`src/rtl/decode_stage.sv`:
```
// -----------------------------------------------------------------------------
// decode_stage
//
// Pipelined RV32IMF instruction decoder sitting between fetch and issue.
// Each accepted 32-bit instruction word (with its PC) is decoded
// combinationally into register indices, a sign-extended immediate, raw
// function fields, a target execution unit and control flags. Illegal
// encodings are flagged and passed on, never dropped. An output register
// plus a one-entry skid register sustain one instruction per cycle while
// keeping fetch_ready_o a pure function of the state register.
//
// Handshake: a transfer happens on a rising clk edge where valid and ready
// are both high. A producer holding valid high keeps its payload stable
// until the transfer; ready may be asserted or withdrawn freely.
//
// Ports:
//   clk_i, rst_i        clock (rising edge), async active-high reset
//   flush_i             synchronous flush; discards held and incoming words
//   fetch_valid_i/ready_o, instr_i, pc_i           upstream side
//   dec_valid_o/ready_i, pc_o, opcode_o, funct3_o, funct7_o,
//   rd_o, rs1_o, rs2_o, rs3_o, imm_o, unit_o,
//   rd_float_o, rs1_float_o, rs2_float_o,
//   writeback_o, illegal_o                         downstream bundle
// -----------------------------------------------------------------------------
module decode_stage (
    input  logic        clk_i,
    input  logic        rst_i,
    input  logic        flush_i,
    input  logic        fetch_valid_i,
    output logic        fetch_ready_o,
    input  logic [31:0] instr_i,
    input  logic [31:0] pc_i,
    output logic        dec_valid_o,
    input  logic        dec_ready_i,
    output logic [31:0] pc_o,
    output logic [6:0]  opcode_o,
    output logic [2:0]  funct3_o,
    output logic [6:0]  funct7_o,
    output logic [4:0]  rd_o,
    output logic [4:0]  rs1_o,
    output logic [4:0]  rs2_o,
    output logic [4:0]  rs3_o,
    output logic [31:0] imm_o,
    output logic [2:0]  unit_o,
    output logic        rd_float_o,
    output logic        rs1_float_o,
    output logic        rs2_float_o,
    output logic        writeback_o,
    output logic        illegal_o
);

    // Major opcodes
    localparam logic [6:0] OP_LOAD    = 7'b0000011;
    localparam logic [6:0] OP_FLOAD   = 7'b0000111;
    localparam logic [6:0] OP_FENCE   = 7'b0001111;
    localparam logic [6:0] OP_ALU_I   = 7'b0010011;
    localparam logic [6:0] OP_AUIPC   = 7'b0010111;
    localparam logic [6:0] OP_STORE   = 7'b0100011;
    localparam logic [6:0] OP_FSTORE  = 7'b0100111;
    localparam logic [6:0] OP_REG     = 7'b0110011;
    localparam logic [6:0] OP_LUI     = 7'b0110111;
    localparam logic [6:0] OP_FMADD   = 7'b1000011;
    localparam logic [6:0] OP_FMSUB   = 7'b1000111;
    localparam logic [6:0] OP_FNMSUB  = 7'b1001011;
    localparam logic [6:0] OP_FNMADD  = 7'b1001111;
    localparam logic [6:0] OP_F_OPS   = 7'b1010011;
    localparam logic [6:0] OP_BRANCH  = 7'b1100011;
    localparam logic [6:0] OP_JALR    = 7'b1100111;
    localparam logic [6:0] OP_JAL     = 7'b1101111;
    localparam logic [6:0] OP_ECSR    = 7'b1110011;

    // F_OPS funct7 values (single precision)
    localparam logic [6:0] F7_FADD    = 7'b0000000;
    localparam logic [6:0] F7_FSUB    = 7'b0000100;
    localparam logic [6:0] F7_FMUL    = 7'b0001000;
    localparam logic [6:0] F7_FDIV    = 7'b0001100;
    localparam logic [6:0] F7_FSQRT   = 7'b0101100;
    localparam logic [6:0] F7_FSGNJ   = 7'b0010000;
    localparam logic [6:0] F7_FMINMAX = 7'b0010100;
    localparam logic [6:0] F7_FCVTW   = 7'b1100000;
    localparam logic [6:0] F7_FMV_CLS = 7'b1110000;
    localparam logic [6:0] F7_FCMP    = 7'b1010000;
    localparam logic [6:0] F7_FCVTS   = 7'b1101000;
    localparam logic [6:0] F7_FMVWX   = 7'b1111000;

    // Execution unit codes
    localparam logic [2:0] UNIT_ALU   = 3'd0;
    localparam logic [2:0] UNIT_BRU   = 3'd1;
    localparam logic [2:0] UNIT_LSU   = 3'd2;
    localparam logic [2:0] UNIT_MDU   = 3'd3;
    localparam logic [2:0] UNIT_FPU   = 3'd4;
    localparam logic [2:0] UNIT_SYS   = 3'd5;
    localparam logic [2:0] UNIT_FENCE = 3'd6;

    typedef struct packed {
        logic [31:0] pc;
        logic [6:0]  opcode;
        logic [2:0]  funct3;
        logic [6:0]  funct7;
        logic [4:0]  rd;
        logic [4:0]  rs1;
        logic [4:0]  rs2;
        logic [4:0]  rs3;
        logic [31:0] imm;
        logic [2:0]  unit;
        logic        rd_float;
        logic        rs1_float;
        logic        rs2_float;
        logic        writeback;
        logic        illegal;
    } bundle_t;

    typedef enum logic [1:0] {
        ST_EMPTY = 2'd0,
        ST_ONE   = 2'd1,
        ST_FULL  = 2'd2
    } state_t;

    state_t  state_q, state_d;
    bundle_t out_q, out_d;
    bundle_t skid_q, skid_d;
    bundle_t dec;

    // ------------------------------------------------------------------
    // Combinational decode of the word currently presented by fetch
    // ------------------------------------------------------------------
    logic [31:0] imm_i, imm_s, imm_b, imm_u, imm_j;
    logic        wb_en;
    logic        uses_rm;

    always_comb begin
        dec     = '0;
        wb_en   = 1'b0;
        uses_rm = 1'b0;

        imm_i = {{20{instr_i[31]}}, instr_i[31:20]};
        imm_s = {{20{instr_i[31]}}, instr_i[31:25], instr_i[11:7]};
        imm_b = {{19{instr_i[31]}}, instr_i[31], instr_i[7], instr_i[30:25],
                 instr_i[11:8], 1'b0};
        imm_u = {instr_i[31:12], 12'b0};
        imm_j = {{11{instr_i[31]}}, instr_i[31], instr_i[19:12], instr_i[20],
                 instr_i[30:21], 1'b0};

        dec.pc     = pc_i;
        dec.opcode = instr_i[6:0];
        dec.funct3 = instr_i[14:12];
        dec.funct7 = instr_i[31:25];
        dec.rd     = instr_i[11:7];
        dec.rs1    = instr_i[19:15];
        dec.rs2    = instr_i[24:20];
        dec.rs3    = instr_i[31:27];

        // Unknown opcodes fall through to the default arm: unit stays ALU,
        // immediate stays zero, and the word is marked illegal.
        unique case (dec.opcode)
            OP_LUI, OP_AUIPC: begin
                dec.unit = UNIT_ALU;
                dec.imm  = imm_u;
                wb_en    = 1'b1;
            end
            OP_ALU_I: begin
                dec.unit = UNIT_ALU;
                dec.imm  = imm_i;
                wb_en    = 1'b1;
                // Shift-immediate forms reuse imm[11:5] as funct7
                if (dec.funct3 == 3'b001 && dec.funct7 != 7'b0000000)
                    dec.illegal = 1'b1;
                if (dec.funct3 == 3'b101 && dec.funct7 != 7'b0000000 &&
                    dec.funct7 != 7'b0100000)
                    dec.illegal = 1'b1;
            end
            OP_REG: begin
                dec.unit = (dec.funct7 == 7'b0000001) ? UNIT_MDU : UNIT_ALU;
                wb_en    = 1'b1;
                if (dec.funct7 != 7'b0000000 && dec.funct7 != 7'b0100000 &&
                    dec.funct7 != 7'b0000001)
                    dec.illegal = 1'b1;
                if (dec.funct7 == 7'b0100000 && dec.funct3 != 3'b000 &&
                    dec.funct3 != 3'b101)
                    dec.illegal = 1'b1;
            end
            OP_BRANCH: begin
                dec.unit = UNIT_BRU;
                dec.imm  = imm_b;
                if (dec.funct3 == 3'b010 || dec.funct3 == 3'b011)
                    dec.illegal = 1'b1;
            end
            OP_JAL: begin
                dec.unit = UNIT_BRU;
                dec.imm  = imm_j;
                wb_en    = 1'b1;
            end
            OP_JALR: begin
                dec.unit = UNIT_BRU;
                dec.imm  = imm_i;
                wb_en    = 1'b1;
            end
            OP_LOAD: begin
                dec.unit = UNIT_LSU;
                dec.imm  = imm_i;
                wb_en    = 1'b1;
                if (dec.funct3 == 3'b011 || dec.funct3 == 3'b110 ||
                    dec.funct3 == 3'b111)
                    dec.illegal = 1'b1;
            end
            OP_STORE: begin
                dec.unit = UNIT_LSU;
                dec.imm  = imm_s;
                if (dec.funct3 > 3'b010)
                    dec.illegal = 1'b1;
            end
            OP_FLOAD: begin
                dec.unit     = UNIT_LSU;
                dec.imm      = imm_i;
                dec.rd_float = 1'b1;
                wb_en        = 1'b1;
                if (dec.funct3 != 3'b010)
                    dec.illegal = 1'b1;
            end
            OP_FSTORE: begin
                dec.unit      = UNIT_LSU;
                dec.imm       = imm_s;
                dec.rs2_float = 1'b1;
                if (dec.funct3 != 3'b010)
                    dec.illegal = 1'b1;
            end
            OP_FMADD, OP_FMSUB, OP_FNMSUB, OP_FNMADD: begin
                dec.unit      = UNIT_FPU;
                dec.rd_float  = 1'b1;
                dec.rs1_float = 1'b1;
                dec.rs2_float = 1'b1;
                wb_en         = 1'b1;
                uses_rm       = 1'b1;
                // funct2 selects the format; only single precision exists
                if (instr_i[26:25] != 2'b00)
                    dec.illegal = 1'b1;
            end
            OP_F_OPS: begin
                dec.unit      = UNIT_FPU;
                dec.rs2_float = 1'b1;
                wb_en         = 1'b1;
                uses_rm       = 1'b1;
                unique case (dec.funct7)
                    F7_FADD, F7_FSUB, F7_FMUL, F7_FDIV, F7_FSQRT,
                    F7_FSGNJ, F7_FMINMAX: begin
                        dec.rd_float  = 1'b1;
                        dec.rs1_float = 1'b1;
                    end
                    // FP source, integer destination
                    F7_FCVTW, F7_FMV_CLS, F7_FCMP: begin
                        dec.rs1_float = 1'b1;
                    end
                    // integer source, FP destination
                    F7_FCVTS, F7_FMVWX: begin
                        dec.rd_float = 1'b1;
                    end
                    default: dec.illegal = 1'b1;
                endcase
            end
            OP_FENCE: begin
                dec.unit = UNIT_FENCE;
                if (dec.funct3 > 3'b001)
                    dec.illegal = 1'b1;
            end
            OP_ECSR: begin
                dec.unit = UNIT_SYS;
                dec.imm  = imm_i;
                // funct3 = 000 is ECALL/EBREAK, which write nothing
                wb_en    = (dec.funct3 != 3'b000);
                if (dec.funct3 == 3'b100)
                    dec.illegal = 1'b1;
            end
            default: dec.illegal = 1'b1;
        endcase

        if (uses_rm && (dec.funct3 == 3'b101 || dec.funct3 == 3'b110))
            dec.illegal = 1'b1;
        if (instr_i[1:0] != 2'b11)
            dec.illegal = 1'b1;

        // x0 as an integer destination is a discard; f0 is a real register
        dec.writeback = wb_en && !dec.illegal &&
                        (dec.rd_float || dec.rd != 5'd0);
    end

    // ------------------------------------------------------------------
    // Output register + skid buffer control
    // ------------------------------------------------------------------
    logic accept;
    logic deliver;

    assign fetch_ready_o = (state_q != ST_FULL);
    assign dec_valid_o   = (state_q != ST_EMPTY);
    assign accept        = fetch_valid_i && fetch_ready_o;
    assign deliver       = dec_valid_o && dec_ready_i;

    always_comb begin
        state_d = state_q;
        out_d   = out_q;
        skid_d  = skid_q;

        unique case (state_q)
            ST_EMPTY: begin
                if (accept) begin
                    state_d = ST_ONE;
                    out_d   = dec;
                end
            end
            ST_ONE: begin
                if (accept && deliver) begin
                    out_d = dec;
                end else if (accept) begin
                    // Output is stalled: keep it stable, park the new word
                    state_d = ST_FULL;
                    skid_d  = dec;
                end else if (deliver) begin
                    state_d = ST_EMPTY;
                end
            end
            ST_FULL: begin
                if (deliver) begin
                    state_d = ST_ONE;
                    out_d   = skid_q;
                end
            end
            default: state_d = ST_EMPTY;
        endcase

        // Flush overrides any same-cycle transfer; payload registers are
        // left as they were since nothing is valid afterwards.
        if (flush_i) begin
            state_d = ST_EMPTY;
            out_d   = out_q;
            skid_d  = skid_q;
        end
    end

    always_ff @(posedge clk_i or posedge rst_i) begin
        if (rst_i) begin
            state_q <= ST_EMPTY;
            out_q   <= '0;
            skid_q  <= '0;
        end else begin
            state_q <= state_d;
            out_q   <= out_d;
            skid_q  <= skid_d;
        end
    end

    assign pc_o        = out_q.pc;
    assign opcode_o    = out_q.opcode;
    assign funct3_o    = out_q.funct3;
    assign funct7_o    = out_q.funct7;
    assign rd_o        = out_q.rd;
    assign rs1_o       = out_q.rs1;
    assign rs2_o       = out_q.rs2;
    assign rs3_o       = out_q.rs3;
    assign imm_o       = out_q.imm;
    assign unit_o      = out_q.unit;
    assign rd_float_o  = out_q.rd_float;
    assign rs1_float_o = out_q.rs1_float;
    assign rs2_float_o = out_q.rs2_float;
    assign writeback_o = out_q.writeback;
    assign illegal_o   = out_q.illegal;

endmodule

```
`config.mk`:
```
export PLATFORM = sky130hd
export DESIGN_NAME = decode_stage
export DESIGN_NICKNAME = d
export VERILOG_FILES = /design/src/rtl/decode_stage.sv
export SDC_FILE = /design/constraint.sdc
export NUM_CORES = 1
export LEC_CHECK = 0
export CELL_PAD_IN_SITES_DETAIL_PLACEMENT = 1
export CELL_PAD_IN_SITES_GLOBAL_PLACEMENT = 2
export CORE_ASPECT_RATIO = 1.75
export CORE_MARGIN = 3
export CORE_UTILIZATION = 33
export DETAILED_ROUTE_END_ITERATION = 16
export GPL_TIMING_DRIVEN = 0
export HOLD_SLACK_MARGIN = 0.06
export PLACE_DENSITY_LB_ADDON = 0.15
export SLEW_MARGIN = 20
export SYNTH_ARGS = -nofsm -noshare
export SYNTH_HDL_FRONTEND = slang
export SYNTH_SLANG_ARGS = --single-unit
export TNS_END_PERCENT = 100
```
`constraint.sdc`:
```
create_clock -name clk_i -period 23 [get_ports clk_i]
set_input_delay 5.75 -clock clk_i [delete_from_list [all_inputs] [get_ports clk_i]]
set_output_delay 5.75 -clock clk_i [all_outputs]
set_load 0.02 [all_outputs]
```
==> results of run 1 <==
## layer usage
metal | vias up | track usage (%) | share of wire [%]
met5 | - | 0 | 0
met4 | 0 | 8.25 | 3.8
met3 | 50 | 2.35 | 3.1
met2 | 179 | 42.0 | 53
met1 | 4423 | 26.9 | 40
li1 | 4221 | - | -
## report_power, final
part / leakage [nW] / switching [mW] / internal [mW]
registers: 2.58 / 0.0385 / 0.438
clock network: 0.336 / 0.151 / 0.199
logic: 2.55 / 0.135 / 0.107
total: 5.47 / 0.325 / 0.743
## layout by cell type, fill, tap and decap left out, types with 8 or more instances in the layout
cell type                         count
sky130_fd_sc_hd__a31oi_1             68
sky130_fd_sc_hd__or3_1               12
sky130_fd_sc_hd__clkbuf_16           23
sky130_fd_sc_hd__o21ai_1             20
sky130_fd_sc_hd__a21o_1              11
sky130_fd_sc_hd__clkdlybuf4s50_1    174
sky130_fd_sc_hd__nor2b_1              8
sky130_fd_sc_hd__dfrtp_1            210
sky130_fd_sc_hd__nor2_1             101
sky130_fd_sc_hd__nand2_1            389
sky130_fd_sc_hd__nand3_1             19
sky130_fd_sc_hd__o21ai_0             42
sky130_fd_sc_hd__clkbuf_1            94
sky130_fd_sc_hd__a21oi_1             74
## registers in the layout, summed over array words and instances (netlist names), 2 cells and up
register,count
imm_o,32
opcode_o,7
rs1_o,5
funct7_o,7
rd_o,5
unit_o,3
state_q,2
funct3_o,3
pc_o,32
rs2_o,5
skid_q,104
## cells in the mapped netlist (3+ instances only)
library cell / n
sky130_fd_sc_hd__nor2b_1: 8
sky130_fd_sc_hd__a22oi_1: 4
sky130_fd_sc_hd__o21ai_1: 20
sky130_fd_sc_hd__nor3_1: 7
sky130_fd_sc_hd__dfrtp_1: 210
sky130_fd_sc_hd__nor2_1: 101
sky130_fd_sc_hd__clkbuf_1: 87
sky130_fd_sc_hd__a211oi_1: 5
sky130_fd_sc_hd__nor4b_1: 6
sky130_fd_sc_hd__a32oi_1: 3
sky130_fd_sc_hd__a21o_1: 11
sky130_fd_sc_hd__nand2b_1: 6
sky130_fd_sc_hd__o21a_1: 4
sky130_fd_sc_hd__or3_1: 12
sky130_fd_sc_hd__nand4_1: 3
sky130_fd_sc_hd__o21ai_0: 42
sky130_fd_sc_hd__and3_1: 6
sky130_fd_sc_hd__a31oi_1: 68
sky130_fd_sc_hd__a21oi_1: 74
sky130_fd_sc_hd__a2111oi_0: 3
sky130_fd_sc_hd__xor2_1: 3
sky130_fd_sc_hd__buf_1: 4
sky130_fd_sc_hd__inv_1: 5
sky130_fd_sc_hd__nor4_1: 5
sky130_fd_sc_hd__buf_4: 5
sky130_fd_sc_hd__nand2_1: 389
sky130_fd_sc_hd__o31ai_1: 6
sky130_fd_sc_hd__nand3_1: 19
## kinds of logic (layout without fill, tap and decap cells)
group,count (synthesis),count (layout),synth area share [%]
simple gates,576,576,25.0
mux,3,3,0.327
compound gates,249,249,15.3
flops,210,210,55.0
buf+inv,101,316,4.16
xor+xnor,3,3,0.275
## through the flow
stage                     cell area, um^2  util [%]
after global placement              11800      41.6
after detailed placement            11900      41.9
after global routing                12500      44.3
final                               12500      44.3
after floorplan                      9560         -
after CTS                           12500      44.3
## how the worst min path moves through the flow
stage                      end  cells after the start
floorplan            skid_q[1]                      2
global placement     skid_q[1]                      2
detailed placement  skid_q[56]                      2
CTS                 skid_q[56]                      2
global route        skid_q[70]                      2
finish              skid_q[88]                      2
## critical path: stages, from the launching register on
cell	delay, ps
sky130_fd_sc_hd__dfrtp_1	450
sky130_fd_sc_hd__nor2b_1	170
sky130_fd_sc_hd__inv_1	180
sky130_fd_sc_hd__clkbuf_1	740
sky130_fd_sc_hd__clkbuf_1	500
sky130_fd_sc_hd__clkdlybuf4s50_1	710
## cell type report
cell class / count / area share [%]
sequential: 210 / 41.9
multi-input combinational: 831 / 31.2
timing repair buffer: 177 / 14.4
clock buffer: 35 / 5.35
tap: 373 / 3.72
buffer: 96 / 3.02
inverter: 5 / 0.210
clock inverter: 3 / 0.140
==> impl_metrics.yaml, run 1 <==
synth:
  synth.yosys.warnings: 0
  post_synth_instance_area_mm2: 0.00956
  synth-seq-area-share_pct: 55.0
  mappedNetlistNets: 1211
  synth_area_per_cell_um2: 8.37
  top_reg_cell_synth: "sky130_fd_sc_hd__dfrtp_1"
  ys_types: 48
  synth_area_leader: "sky130_fd_sc_hd__dfrtp_1"
  ys_ff_latch: 210
  ys_async_sr_fraction_pct: 100
  yosys-top-cells-area: "sky130_fd_sc_hd__dfrtp_1 55%, sky130_fd_sc_hd__nand2_1 15%, sky130_fd_sc_hd__a31oi_1 4.4%, sky130_fd_sc_hd__nor2_1 4.0%, sky130_fd_sc_hd__a21oi_1 3.9%"
  synthCells: 1142
  synth_largest_type_area_fraction_pct: 55.0
  synth_enable_flop_cells: 0
worst_setup_path:
  r2r_cells: 6
  crit_path_capture_type: "output pin"
  reg2reg_to: "pc_o[28]"
  setup_crit_end: "fetch_ready_o"
  worstSetupPathType: "reg2out"
  largest_fanout_on_the_critical_path: 10
  regToRegStartpoint: "state_q[1]"
  timing.critical_path.from_type: "flop"
  cp_data_required_time_ps: 17250
  startpoint: "state_q[1]"
  worst-endpoint-arrival_ps: 3270
  ff2ff_setup_slack_ps: 20290
clocking:
  clock_buffers_created_by_tritoncts: 22
  cts.repair_timing.setup_buffer_count: 0
  insertion_delay_ps: 520
  clk_pin_slew_ps: 60
  number_of_buffers_on_the_longest_clock_path: 3
  clock_tree_from_tritoncts: "done"
  numClockSinks: 210
  hold_buffers: 0
  gates_resized_cts_repair: 0
  htreeDepth: 1
  clock-root-buffer: "sky130_fd_sc_hd__clkbuf_16"
sta:
  timing_hold_violations_final: 0
  final.period_utilization_pct: 39.2
  finalWorstPathRequiredPeriod_ps: 9020
  rsz_0062_raised_after_global_routing: "no"
  final_critical_path_setup_slack_ps: 13980
  count_of_pins_over_their_slew_limit: 0
  clock_skews_ps: 13.9
  worstMarginPinSlew_ps: 946
  worst_hold_slack_ps: 474
  sum_of_negative_setup_slack_ps: 0
  max-slew-margin-rel_pct: 36.9
  final-setup-viol-count: 0
  fmax_mhz: 111
route:
  firstDrtPassIters: 4
  routed_wire_length_per_instance_um: 20.4
  via_per_inst: 5.13
  total_number_of_vias: 8873
  detail_route.drc_violations: 0
  drt.antenna.violating_nets: 0
  drt_first_iter_violations: 321
  wl_mm: 35.3
finish:
  nNetsFinal: 1412
  layout-area-overhead-vs-synth_pct: 31.1
  layoutNonFillerInstCount: 1730
  sequential_cell_area_mm2: 0.00526
  multi_input_comb_area_mm2: 0.00392
  final.fill_count: 3356
  drive_above_1_share_pct: 3.32
  antenna_cells: 0
die:
  rows: 81
  core-area_mm2: 0.0283
  floorplan.die_area_mm2: 0.0311
  die-height_um: 231
  io_pins: 180
  die_width_um: 135
  start_util_pct: 33.8
power:
  total_leakage_power_nw: 5.47
  irDropWorstVdd_uv: 56.2
  post-layout-total-power_mw: 1.07
  cellPowerDensity_mw_per_mm2: 85.2
worst_hold_path:
  holdCritStartpoint: "skid_q[88]"
  min_path_type: "reg2reg"
grt:
  maximum_number_of_pins_on_one_net_before_global_route_repair: 97
  antenna_found_initial: 0
  global_route.usage.total_pct: 22.7
  vias_in_the_first_global_route: 9532
  grt_pass1_wl_mm: 55.6
  grt_overflow_total: 0
place:
  place.gp.congestion: 0.910
  numPortBuffers: 174
  post_place_setup_slack_ps: 14270
  hpwl_mm: 25.8
  place_inst: 1692
outcome:
  result_of_the_run: "completed"
job:
  max_cap_viol_count: 0
Note: power is estimated with default switching activity, not from simulation.
==> run 2: changes to the inputs <==
- CORE_UTILIZATION: 33 -> 28
- clock period: 23 -> 7.4 ns (I/O delays scaled with it)
==> run 2 against run 1 <==
Compared with the run above:
- clock skew fell by 4.8 ps
- via count up 0.62%
- final area rose by 1.3%
- final cell count rose by 4.7%
==> impl_metrics.yaml, run 2 (synthesized netlist as in run 1, its figures left out) <==
finish:
  register_name_with_the_most_flops: "skid_q"
  finalInstanceArea_mm2: 0.0127
  mostFrequentLayoutCell: "sky130_fd_sc_hd__nand2_1"
  layoutNonFillerInstCount: 1812
  largest_register_ffs: 104
  layout-area-overhead-vs-synth_pct: 32.9
  nNetsFinal: 1417
  drive_above_1_share_pct: 3.60
  most-common-layout-cells: "389 x sky130_fd_sc_hd__nand2_1, 210 x sky130_fd_sc_hd__dfrtp_1, 174 x sky130_fd_sc_hd__clkdlybuf4s50_1"
  antenna_cells: 0
sta:
  final-setup-viol-count: 0
  fmax_mhz: 198
  worstMarginPinSlew_ps: 1030
  clock_skews_ps: 9.06
  final.period_utilization_pct: 68.4
  final_critical_path_setup_slack_ps: 2340
  timing_hold_violations_final: 0
  sum_of_negative_setup_slack_ps: 0
  max-slew-margin-rel_pct: 31.3
  finalWorstPathRequiredPeriod_ps: 5060
  count_of_pins_over_their_slew_limit: 0
  rsz_0062_raised_after_global_routing: "no"
grt:
  grt_pass1_wl_mm: 58.3
  maximum_number_of_pins_on_one_net_before_global_route_repair: 32
  global_route.usage.total_pct: 20.4
  vias_in_the_first_global_route: 9606
  antenna_found_initial: 0
  grt_overflow_total: 0
route:
  via_per_inst: 4.93
  wl_mm: 37.6
  drt_first_iter_violations: 356
  total_number_of_vias: 8928
  drt.antenna.violating_nets: 0
  detail_route.drc_violations: 0
  routed_wire_length_per_instance_um: 20.8
  firstDrtPassIters: 5
power:
  post-layout-total-power_mw: 3.32
  cellPowerDensity_mw_per_mm2: 261
  irDropWorstVdd_uv: 149
  total_leakage_power_nw: 5.50
die:
  io_pins: 180
  die_width_um: 146
  rows: 88
  core-area_mm2: 0.0334
  die-height_um: 250
  floorplan.die_area_mm2: 0.0365
  start_util_pct: 28.7
clocking:
  hold_buffers: 0
  gates_resized_cts_repair: 0
  clock_buffers_created_by_tritoncts: 22
  cts.repair_timing.setup_buffer_count: 0
  insertion_delay_ps: 520
  clock_tree_from_tritoncts: "done"
  htreeDepth: 1
  number_of_buffers_on_the_longest_clock_path: 3
  numClockSinks: 210
  clock-root-buffer: "sky130_fd_sc_hd__clkbuf_16"
  clk_pin_slew_ps: 60
worst_setup_path:
  worst-endpoint-arrival_ps: 3210
  regToRegStartpoint: "state_q[1]"
  timing.critical_path.from_type: "flop"
  worstSetupPathType: "reg2out"
  cp_data_required_time_ps: 5550
  worst_path_dominant_cell_family: "buffers and inverters"
  cpMostUsedCell: "sky130_fd_sc_hd__clkbuf_1"
  critPathSlowestCell: "sky130_fd_sc_hd__clkdlybuf4s50_1"
  largest_fanout_on_the_critical_path: 10
  crit_path_capture_type: "output pin"
  cp_cell_sequence: "nor2b_1 -> inv_1 -> clkbuf_1 -> clkbuf_1 -> clkdlybuf4s50_1"
  worstPathBufferInverterCount: 4
  critPathMaxStageDelay_ps: 720
  startpoint: "state_q[1]"
job:
  max_cap_viol_count: 0
place:
  detailed_place.area_mm2: 0.0120
  post_place_setup_slack_ps: 2500
  numPortBuffers: 174
  place_inst: 1774
  place.gp.congestion: 0.880
  hpwl_mm: 27.9
outcome:
  result_of_the_run: "completed"
worst_hold_path:
  holdCritStartpoint: "skid_q[105]"
  min_path_type: "reg2reg"
run 2: cell count changes in the layout (fill, tap and decap cells not counted), sizes merged:
| cell | before | now |
|---|---|---|
| clkinv | 2 | 3 |
| clkbuf | 122 | 121 |
| buf | 12 | 17 |
| inv | 5 | 4 |
| clkinvlp | 1 | 2 |
run 2: final cells by class:
cell class / count / area [um^2]
Buffer: 96 / 379
Sequential cell: 210 / 5260
Multi-Input combinational cell: 831 / 3920
Fill cell: 3954 / 20700
Inverter: 5 / 22.5
Timing Repair Buffer: 182 / 1900
Clock buffer: 34 / 647
Tap cell: 450 / 563
Clock inverter: 4 / 22.5
run 2: worst paths after layout:
check | end | slack (ps) | cells past startpoint
max | fetch_ready_o | 2340 | 5
max reg2reg | rs1_o[3] | 4640 | 6
min in group asynchronous | pc_o[2] | 1770 | 2
min | skid_q[105] | 470 | 2
max in group asynchronous | rs1_o[1] | 4570 | 5
min reg2reg | skid_q[105] | 470 | 2
run 2: worst reg2reg max path, stage by stage, from the launching register on:
cell and delay [ps]:
sky130_fd_sc_hd__dfrtp_1 430, sky130_fd_sc_hd__nor2b_1 170, sky130_fd_sc_hd__nand2_1 90, sky130_fd_sc_hd__a21oi_1 350, sky130_fd_sc_hd__clkbuf_1 820, sky130_fd_sc_hd__clkbuf_1 550
sky130_fd_sc_hd__a31oi_1 180
run 2: per-stage QoR:
step	hold WS (ps)	util [%]
floorplan	440	-
global placement	457	35.6
detailed placement	462	36.1
CTS	478	38.1
global route	491	38.1
finish	473	38.1
run 2: metal layers:
layer | GRT usage [%] | part of all wire [%] | up-vias
li1 | - | - | 4229
met1 | 23.6 | 39 | 4450
met2 | 39.2 | 55 | 201
met3 | 2.05 | 3.0 | 48
met4 | 6.47 | 2.7 | 0
met5 | 0 | 0 | -
run 2: report_power, final:
part / switching [mW] / internal, mW
Sequential: 0.119 / 1.36
Clock: 0.479 / 0.600
Combinational: 0.424 / 0.336
==> run 3: changes to the inputs <==
- CORE_UTILIZATION: 28 -> 31
- clock period: 7.4 -> 4.7 ns (I/O delays scaled with it)
==> run 3 against run 2 <==
Compared with the run above:
- via count barely moved
- global-route usage rose by 1.4 points
- total power rose by 60%
- sequential power rose by 57%
- critical endpoint unchanged
- clock skew rose by 2.0 ps
- count of clock-buffer cells in the layout fell by 6
- sequential share of layout area rose by 0.065 points
- critical path depth did not move
- routed wire length fell by 2.9%
- clock power rose by 65%
- largest power group unchanged
- combinational power rose by 58%
==> impl_metrics.yaml, run 3 (synthesized netlist as in run 1, its figures left out) <==
worst_setup_path:
  worst-endpoint-arrival_ps: 3180
  timing.critical_path.from_type: "flop"
  critPathSlowestCell: "sky130_fd_sc_hd__clkdlybuf4s50_1"
  cp_cell_sequence: "nor2b_1 -> inv_1 -> clkbuf_1 -> clkbuf_1 -> clkdlybuf4s50_1"
  largest_fanout_on_the_critical_path: 10
  cp_data_required_time_ps: 3520
  worstPathBufferInverterCount: 4
  worst_path_dominant_cell_family: "buffers and inverters"
  cpMostUsedCell: "sky130_fd_sc_hd__clkbuf_1"
  critPathMaxStageDelay_ps: 710
  crit_path_capture_type: "output pin"
  worstSetupPathType: "reg2out"
place:
  place.gp.congestion: 0.911
  numPortBuffers: 174
  hpwl_mm: 27.2
  place_inst: 1712
  post_place_setup_slack_ps: 473
die:
  start_util_pct: 31.6
  rows: 84
  floorplan.die_area_mm2: 0.0331
  die-height_um: 238
  core-area_mm2: 0.0303
  die_width_um: 139
  io_pins: 180
clocking:
  clk_pin_slew_ps: 60
  number_of_buffers_on_the_longest_clock_path: 3
  numClockSinks: 210
  cts.repair_timing.setup_buffer_count: 0
  insertion_delay_ps: 520
  gates_resized_cts_repair: 0
  clock_buffers_created_by_tritoncts: 22
  hold_buffers: 0
  clock-root-buffer: "sky130_fd_sc_hd__clkbuf_16"
  htreeDepth: 1
  clock_tree_from_tritoncts: "done"
power:
  power.clock.fraction_pct: 33.5
  combinationalPowerShare_pct: 22.6
  p_sw_mw: 1.61
  swShare_pct: 30.3
  cellPowerDensity_mw_per_mm2: 419
  power_report.internal_total_mw: 3.70
  post-layout-total-power_mw: 5.31
  p_seq_share_pct: 43.9
  total_leakage_power_nw: 5.54
  irDropWorstVdd_uv: 275
route:
  drt.antenna.violating_nets: 0
  drt_first_iter_violations: 387
  firstDrtPassIters: 4
  via_per_inst: 5.11
  total_number_of_vias: 8932
  routed_wire_length_per_instance_um: 20.9
  wl_mm: 36.5
  detail_route.drc_violations: 0
grt:
  antenna_found_initial: 0
  maximum_number_of_pins_on_one_net_before_global_route_repair: 32
  global_route.usage.total_pct: 21.8
  vias_in_the_first_global_route: 9637
  grt_pass1_wl_mm: 56.5
  grt_overflow_total: 0
finish:
  most-common-layout-cells: "389 x sky130_fd_sc_hd__nand2_1, 210 x sky130_fd_sc_hd__dfrtp_1, 174 x sky130_fd_sc_hd__clkdlybuf4s50_1"
  nNetsFinal: 1418
  antenna_cells: 0
  largest_register_ffs: 104
  mostFrequentLayoutCell: "sky130_fd_sc_hd__nand2_1"
  register_name_with_the_most_flops: "skid_q"
  layout-area-overhead-vs-synth_pct: 32.6
  post-route-util_pct: 41.9
  final.fill_count: 3637
  drive_above_1_share_pct: 3.96
  layoutNonFillerInstCount: 1749
sta:
  fmax_mhz: 230
  finalWorstPathRequiredPeriod_ps: 4360
  final_critical_path_setup_slack_ps: 343
  final.period_utilization_pct: 92.7
  sum_of_negative_setup_slack_ps: 0
  count_of_pins_over_their_slew_limit: 0
  final-setup-viol-count: 0
  timing_hold_violations_final: 0
  worstMarginPinSlew_ps: 1070
  max-slew-margin-rel_pct: 27.9
  clock_skews_ps: 11.1
  rsz_0062_raised_after_global_routing: "no"
job:
  max_cap_viol_count: 0
outcome:
  result_of_the_run: "completed"
worst_hold_path:
  min_path_type: "reg2reg"
-- run 3: cell count changes in the layout (fill, tap and decap cells not counted) --
cell | before | now
sky130_fd_sc_hd__bufinv_16 | 0 | 2
sky130_fd_sc_hd__buf_6 | 1 | 0
sky130_fd_sc_hd__clkinv_2 | 3 | 6
sky130_fd_sc_hd__clkbuf_1 | 95 | 90
sky130_fd_sc_hd__buf_4 | 5 | 6
sky130_fd_sc_hd__clkbuf_8 | 3 | 2
sky130_fd_sc_hd__buf_12 | 6 | 7
-- run 3: final timing paths --
kind                                 start             to  slack (ps)  cells after the start
worst min-delay path            skid_q[68]     skid_q[68]         480                      2
worst max register to register  state_q[1]       rs2_o[1]        2040                      6
worst max-delay path            state_q[1]  fetch_ready_o         340                      5
min in group asynchronous            rst_i        pc_o[1]        1000                      2
max in group asynchronous            rst_i    skid_q[102]        2660                      6
worst min register to register  skid_q[68]     skid_q[68]         480                      2
-- run 3: power by group through the flow --
stage | registers (mW) | logic (mW) | clock network (mW)
2_1_floorplan | 2.50 | 0.454 | 0
6_report | 2.33 | 1.20 | 1.78
5_1_grt | 2.37 | 1.32 | 1.90
4_1_cts | 2.34 | 1.22 | 1.83
3_5_place_dp | 2.37 | 1.22 | 0
3_3_place_gp | 2.35 | 1.18 | 0
-- run 3: final cells by class --
cell class                      count  area (um^2)  area share (%)
Clock inverter                      9         97.6           0.769
Buffer                             96          379            2.99
Tap cell                          387          484            3.82
Timing Repair Buffer              183         1920            15.1
Clock buffer                       28          614            4.84
Multi-Input combinational cell    831         3920            30.9
Sequential cell                   210         5260            41.4
Inverter                            5         22.5           0.178
-- run 3: per-layer routing --
| metal | up-vias | routed length [um] | track usage (%) | share of wire, % |
|---|---|---|---|---|
| li1 | 4240 | - | - | - |
| met5 | - | 0 | 0 | 0 |
| met4 | 0 | 1170 | 7.15 | 3.2 |
| met1 | 4455 | 14600 | 25.3 | 40 |
| met3 | 54 | 980 | 2.19 | 2.7 |
| met2 | 183 | 19800 | 41.6 | 54 |
-- run 3: per-stage QoR --
stage	cell area (um^2)	hold WS, ps
2_1_floorplan	9570	440
3_3_place_gp	11800	456
3_5_place_dp	12000	463
4_1_cts	12700	479
5_1_grt	12700	500
6_report	12700	475
-- run 3: worst reg2reg max path, delay by kind of cell (launching register included) --
| kind | cells | cell delay [ps] |
|---|---|---|
| buf+inv | 2 | 1300 |
| compound gates | 2 | 480 |
| simple gates | 2 | 280 |
| flops | 1 | 440 |
